<file path="src/rtl/vga_timing_pkg.sv">
// Default 640x480@60 raster constants, colour constants and the colour-bar lookup
// shared by the VGA scan driver and its sync delay line.
package vga_timing_pkg;

   localparam int COORD_W = 11;

   localparam int DEF_H_ACTIVE = 640;
   localparam int DEF_H_FP     = 16;
   localparam int DEF_H_SYNC   = 96;
   localparam int DEF_H_BP     = 48;
   localparam int H_TOTAL      = DEF_H_ACTIVE + DEF_H_FP + DEF_H_SYNC + DEF_H_BP;

   localparam int DEF_V_ACTIVE = 480;
   localparam int DEF_V_FP     = 10;
   localparam int DEF_V_SYNC   = 2;
   localparam int DEF_V_BP     = 33;
   localparam int V_TOTAL      = DEF_V_ACTIVE + DEF_V_FP + DEF_V_SYNC + DEF_V_BP;

   localparam int BAR_WIDTH    = 80;

   typedef logic [11:0] rgb_t;

   localparam rgb_t WHITE   = 12'hFFF;
   localparam rgb_t YELLOW  = 12'hFF0;
   localparam rgb_t CYAN    = 12'h0FF;
   localparam rgb_t GREEN   = 12'h0F0;
   localparam rgb_t MAGENTA = 12'hF0F;
   localparam rgb_t RED     = 12'hF00;
   localparam rgb_t BLUE    = 12'h00F;
   localparam rgb_t BLACK   = 12'h000;

   function automatic rgb_t bar_colour(input logic [2:0] idx);
      rgb_t c;
      case (idx)
         3'd0:    c = WHITE;
         3'd1:    c = YELLOW;
         3'd2:    c = CYAN;
         3'd3:    c = GREEN;
         3'd4:    c = MAGENTA;
         3'd5:    c = RED;
         3'd6:    c = BLUE;
         default: c = BLACK;
      endcase
      return c;
   endfunction

endpackage

</file>
<file path="src/rtl/vga_sync_delay.sv">
// Enable-gated shift register that delays the raw {active, hs, vs} flags so they
// line up with pixel data returning from the overlay renderers.
module vga_sync_delay #(
   parameter int WIDTH = 3,
   parameter int DEPTH = 2
) (
   input  logic             clk,
   input  logic             rst,
   input  logic             en,
   input  logic [WIDTH-1:0] din,
   output logic [WIDTH-1:0] dout
);

   logic [WIDTH-1:0] stage [DEPTH];

   always_ff @(posedge clk or posedge rst) begin
      if (rst) begin
         for (int i = 0; i < DEPTH; i++) stage[i] <= '0;
      end else if (en) begin
         stage[0] <= din;
         for (int i = 1; i < DEPTH; i++) stage[i] <= stage[i-1];
      end
   end

   assign dout = stage[DEPTH-1];

endmodule

</file>
<file path="src/rtl/vga_scan_driver.sv">
// VGA raster counter plus delay-aligned sync/blank/pixel output stage.
// Optional colour-bar generator enabled by defining VGA_TEST_PATTERN_EN.
module vga_scan_driver
   import vga_timing_pkg::*;
#(
   parameter int H_ACTIVE  = DEF_H_ACTIVE,
   parameter int H_FP      = DEF_H_FP,
   parameter int H_SYNC    = DEF_H_SYNC,
   parameter int H_BP      = DEF_H_BP,
   parameter int V_ACTIVE  = DEF_V_ACTIVE,
   parameter int V_FP      = DEF_V_FP,
   parameter int V_SYNC    = DEF_V_SYNC,
   parameter int V_BP      = DEF_V_BP,
   parameter bit SYNC_POL  = 1'b0,
   parameter int PIX_DELAY = 2
) (
   input  logic               clk,
   input  logic               rst,
   input  logic               pix_en,
`ifdef VGA_TEST_PATTERN_EN
   input  logic               test_mode,
`endif
   input  logic [11:0]        VGA_data,
   output logic [COORD_W-1:0] VGA_xpos,
   output logic [COORD_W-1:0] VGA_ypos,
   output logic               VGA_hs,
   output logic               VGA_vs,
   output logic [11:0]        VGA_rgb,
   output logic               frame_start
);

   localparam int LINE_LEN    = H_ACTIVE + H_FP + H_SYNC + H_BP;
   localparam int FRAME_LINES = V_ACTIVE + V_FP + V_SYNC + V_BP;

   localparam logic [COORD_W-1:0] H_LAST   = COORD_W'(LINE_LEN - 1);
   localparam logic [COORD_W-1:0] V_LAST   = COORD_W'(FRAME_LINES - 1);
   localparam logic [COORD_W-1:0] H_ACT_C  = COORD_W'(H_ACTIVE);
   localparam logic [COORD_W-1:0] V_ACT_C  = COORD_W'(V_ACTIVE);
   localparam logic [COORD_W-1:0] HS_START = COORD_W'(H_ACTIVE + H_FP);
   localparam logic [COORD_W-1:0] HS_END   = COORD_W'(H_ACTIVE + H_FP + H_SYNC);
   localparam logic [COORD_W-1:0] VS_START = COORD_W'(V_ACTIVE + V_FP);
   localparam logic [COORD_W-1:0] VS_END   = COORD_W'(V_ACTIVE + V_FP + V_SYNC);

   logic [COORD_W-1:0] xpos;
   logic [COORD_W-1:0] ypos;
   logic               raw_active, raw_hs, raw_vs;
   logic               dly_active, dly_hs, dly_vs;
   rgb_t               pix;
   logic               hs_reg, vs_reg;
   rgb_t               rgb_reg;
   logic               frame_start_reg;

   // Raster counters; frame_start marks the step that lands on (0,0).
   always_ff @(posedge clk or posedge rst) begin
      if (rst) begin
         xpos            <= '0;
         ypos            <= '0;
         frame_start_reg <= 1'b0;
      end else begin
         frame_start_reg <= 1'b0;
         if (pix_en) begin
            if (xpos == H_LAST) begin
               xpos <= '0;
               if (ypos == V_LAST) begin
                  ypos            <= '0;
                  frame_start_reg <= 1'b1;
               end else begin
                  ypos <= ypos + COORD_W'(1);
               end
            end else begin
               xpos <= xpos + COORD_W'(1);
            end
         end
      end
   end

   always_comb begin
      raw_active = (xpos < H_ACT_C) && (ypos < V_ACT_C);
      raw_hs     = (xpos >= HS_START) && (xpos < HS_END);
      raw_vs     = (ypos >= VS_START) && (ypos < VS_END);
   end

`ifdef VGA_TEST_PATTERN_EN
   localparam int PIPE_W = 6;
   logic [2:0]        bar_raw, bar_dly;
   logic [PIPE_W-1:0] pipe_in, pipe_out;
   // The bar index rides the delay line so it stays aligned with the blanking flags.
   assign bar_raw = 3'(xpos / COORD_W'(BAR_WIDTH));
   assign pipe_in = {bar_raw, raw_active, raw_hs, raw_vs};
   assign {bar_dly, dly_active, dly_hs, dly_vs} = pipe_out;
   assign pix = test_mode ? bar_colour(bar_dly) : VGA_data;
`else
   localparam int PIPE_W = 3;
   logic [PIPE_W-1:0] pipe_in, pipe_out;
   assign pipe_in = {raw_active, raw_hs, raw_vs};
   assign {dly_active, dly_hs, dly_vs} = pipe_out;
   assign pix = VGA_data;
`endif

   vga_sync_delay #(
      .WIDTH (PIPE_W),
      .DEPTH (PIX_DELAY)
   ) u_sync_delay (
      .clk  (clk),
      .rst  (rst),
      .en   (pix_en),
      .din  (pipe_in),
      .dout (pipe_out)
   );

   // Output stage adds one more step, so a coordinate's pixel lands PIX_DELAY+1 steps later.
   always_ff @(posedge clk or posedge rst) begin
      if (rst) begin
         hs_reg  <= ~SYNC_POL;
         vs_reg  <= ~SYNC_POL;
         rgb_reg <= BLACK;
      end else if (pix_en) begin
         hs_reg  <= dly_hs ? SYNC_POL : ~SYNC_POL;
         vs_reg  <= dly_vs ? SYNC_POL : ~SYNC_POL;
         rgb_reg <= dly_active ? pix : BLACK;
      end
   end

   assign VGA_xpos    = xpos;
   assign VGA_ypos    = ypos;
   assign VGA_hs      = hs_reg;
   assign VGA_vs      = vs_reg;
   assign VGA_rgb     = rgb_reg;
   assign frame_start = frame_start_reg;

endmodule

</file>
<file path="config.mk">
export PLATFORM = sky130hd
export DESIGN_NAME = vga_scan_driver
export DESIGN_NICKNAME = d
export VERILOG_FILES = /design/src/rtl/vga_timing_pkg.sv /design/src/rtl/vga_sync_delay.sv /design/src/rtl/vga_scan_driver.sv
export SDC_FILE = /design/constraint.sdc
export NUM_CORES = 1
export LEC_CHECK = 0
export ABC_AREA = 1
export CORE_ASPECT_RATIO = 1.5
export CORE_MARGIN = 2
export CORE_UTILIZATION = 35
export CTS_BUF_LIST = sky130_fd_sc_hd__clkbuf_16
export DETAILED_ROUTE_END_ITERATION = 8
export SLEW_MARGIN = 20
export SYNTH_ARGS = -nofsm -noshare
export SYNTH_HDL_FRONTEND = slang
export SYNTH_SLANG_ARGS = --single-unit
</file>
<file path="constraint.sdc">
create_clock -name clk -period 1.7 [get_ports clk]
set_input_delay 0.34 -clock clk [delete_from_list [all_inputs] [get_ports clk]]
set_output_delay 0.34 -clock clk [all_outputs]
set_load 0.02 [all_outputs]
</file>
==> impl_metrics.csv <==
group,metric,value,unit
status,outcome,"completed",
placed_design,dpl.hpwl,3670,um
pwr,p_per_area,1032,nW/um^2
cts,root_buffer,"clkbuf_16",
setup_path,cpPeakStageDelay,0.63,ns
final_layout,drive_above_1_share,0.1101,
synthesis,synth_area,2176,um^2
pwr,peakVddDrop,0.5089,mV
timing,slew_viol_final,0,
cts,h-tree-depth,2,
floorplanning,die_y,100.6,um
synthesis,ys_types,26,
timing,finalCritPeriodShare,0.9739,
setup_path,arrival,1.32,ns
final_layout,antenna_cells,0,
cts,clk_pin_slew_worst_paths,0.06,ns
final_layout,num-fill-cells,619,
global_routing,grt_max_degree,44,
final_layout,fin_util,0.5024,
global_routing,overflow,0,
floorplanning,dieWidth,68.38,um
cts,clk_latency,0.28,ns
final_layout,syn2layout_area_growth,40.54,%
pwr,power_leakage,1.591,nW
routing,drt_iter0_markers,145,
placed_design,portBuffers,51,
global_routing,grt_pass1_wl,8307,um
global_routing,grt_pass1_vias,1832,
routing,wl,5093,um
synthesis,synth-seq-cells,43,
cts,cts_tree,"done",
final_layout,largest_register_ffs,12,
pwr,total_power,3.155,mW
setup_path,endpoint_kind,"output pin",
setup_path,start_kind,"register",
floorplanning,die_area,6876,um^2
cts,clk_path_buf_depth,2,
setup_path,critical_path.top_delay_family,"buffers and inverters",
timing,hold_viol_final,0,
routing,dr.pass1.iters,4,
final_layout,multi_input_area,924.6,um^2
setup_path,r2r_slack,0.18,ns
floorplanning,initial_core_util,0.3575,
routing,wl_per_cell,12.16,um
synthesis,async_reset_ff_frac,1.000,
routing,vias,1990,
setup_path,critPathBufInv,1,
setup_path,path_cells,"clkdlybuf4s50_1",
synthesis,yosysWarnings,0,
placed_design,place_congestion,0.8415,
synthesis,synth_flop_cell,"dfrtp_1",
timing,setup_viol,0,
setup_path,critPathMaxFanout,5,
final_layout,register_area,1079,um^2
routing,drcViolationCount,0,
global_routing,antenna_found_initial,0,
setup_path,worstPathRequired,1.36,ns
timing,clock.fmax,0.6040,GHz
cts,cts.sinks,43,
timing,grt_setup_unrepaired,"no",
global_routing,grt_use_total,0.1582,
job,cap_violations,0,
synthesis,synthesis.nets,295,
timing,worst_slew_pin_slew,0.4106,ns
synthesis,syn_avg_cell_area,7.855,um^2
setup_path,crit_type,"register to output pin",
timing,min_period,1.656,ns
synthesis,synthCells,277,
routing,antenna_left,0,
floorplanning,pin_count,52,
final_layout,layout_common_cells,"nand2_1 (92), dfrtp_1 (41), clkdlybuf4s50_1 (37)",
timing,clock_skew,0.003709,ns
final_layout,fin_nets,362,
floorplanning,num_rows,35,
final_layout,final_common_cell,"nand2_1",
setup_path,slowest_stage,"clkdlybuf4s50_1",
cts,hold_buffers,0,
cts,cts_buffers,5,
hold_path,min_path_type,"input pin to asynchronous set/reset pin",
synthesis,seq_area_frac_synth,0.4957,
synthesis,synth_edf_count,0,
floorplanning,core_area,6087,um^2
routing,routed_via_density,4.749,
timing,max_slew_margin,0.7263,
==> cells in the mapped netlist, types with 2 or more instances <==
cell type / instances / area [um^2]
xor2_1: 6 / 52.55
inv_1: 34 / 127.6
dfstp_2: 2 / 52.55
dfrtp_1: 41 / 1026
clkbuf_1: 3 / 11.26
nor2_1: 16 / 60.06
xnor2_1: 2 / 17.52
o21ai_0: 12 / 60.06
nand4_1: 5 / 31.28
nand2_1: 92 / 345.3
ha_1: 3 / 37.54
o22ai_1: 2 / 12.51
nor3_1: 4 / 20.02
buf_2: 2 / 10.01
nor2_2: 7 / 43.79
nand3_1: 36 / 180.2
==> per-layer routing <==
metal,global-route usage,share of wire
met1,0.1921,0.43
met2,0.2689,0.49
met3,0.02905,0.053
met4,0.06462,0.021
met5,0,0
==> what timing repair did <==
item | CTS | global route
resized for setup | 10 | 4
pin swaps | 0 | 0
buffers inserted | 0 | 4
setup endpoints to repair | 10 | 7
==> cell type report <==
class | instances | share of cell area
Clock inverter | 3 | 0.02087
Sequential cell | 43 | 0.3527
Multi-Input combinational cell | 192 | 0.3024
Tap cell | 74 | 0.03028
Timing Repair Buffer | 67 | 0.2095
Clock buffer | 5 | 0.04092
Inverter | 35 | 0.04337
==> through the flow <==
step | setup WS, ns | cells | TNS, ns | instance area, um^2 | hold WS, ns
floorplan | 0.2618 | 277 | 0 | 2176 | 0.4041
global placement | -0.02077 | 407 | -0.1509 | 2841 | 0.4143
detailed placement | -0.06990 | 407 | -0.7486 | 2841 | 0.4196
CTS | 0.003372 | 415 | 0 | 3018 | 0.4068
global route | 0.009542 | 419 | 0 | 3058 | 0.4277
finish | 0.04439 | 419 | 0 | 3058 | 0.4003
==> path summary, 6_finish.rpt <==
check / endpoint / depth (start not counted) / start
max: VGA_xpos[5] / 1 / VGA_xpos[5]
min: VGA_rgb[7] / 3 / rst
max reg2reg: VGA_ypos[0] / 7 / VGA_xpos[0]
min reg2reg: VGA_hs / 1 / u_sync_delay.dout[1]
max in group asynchronous: VGA_hs / 3 / rst
min in group clk: VGA_hs / 1 / u_sync_delay.dout[1]
==> power breakdown <==
| group | internal (mW) | switching (mW) |
|---|---|---|
| Clock | 0.836 | 0.386 |
| Sequential | 1.12 | 0.122 |
| Combinational | 0.291 | 0.397 |
==> logic make-up (layout without fill, tap and decap cells) <==
group,count (synthesis),in the layout,share of synthesized area
XOR/XNOR,8,8,0.03220
AO/OA/AOI/OAI,15,15,0.03565
flip-flops,43,43,0.4957
AND/OR/NAND/NOR,166,166,0.3399
adder cells (fa/ha/maj),3,3,0.01725
buffers and inverters,42,110,0.07935
Note: power is estimated with default switching activity, not from simulation.
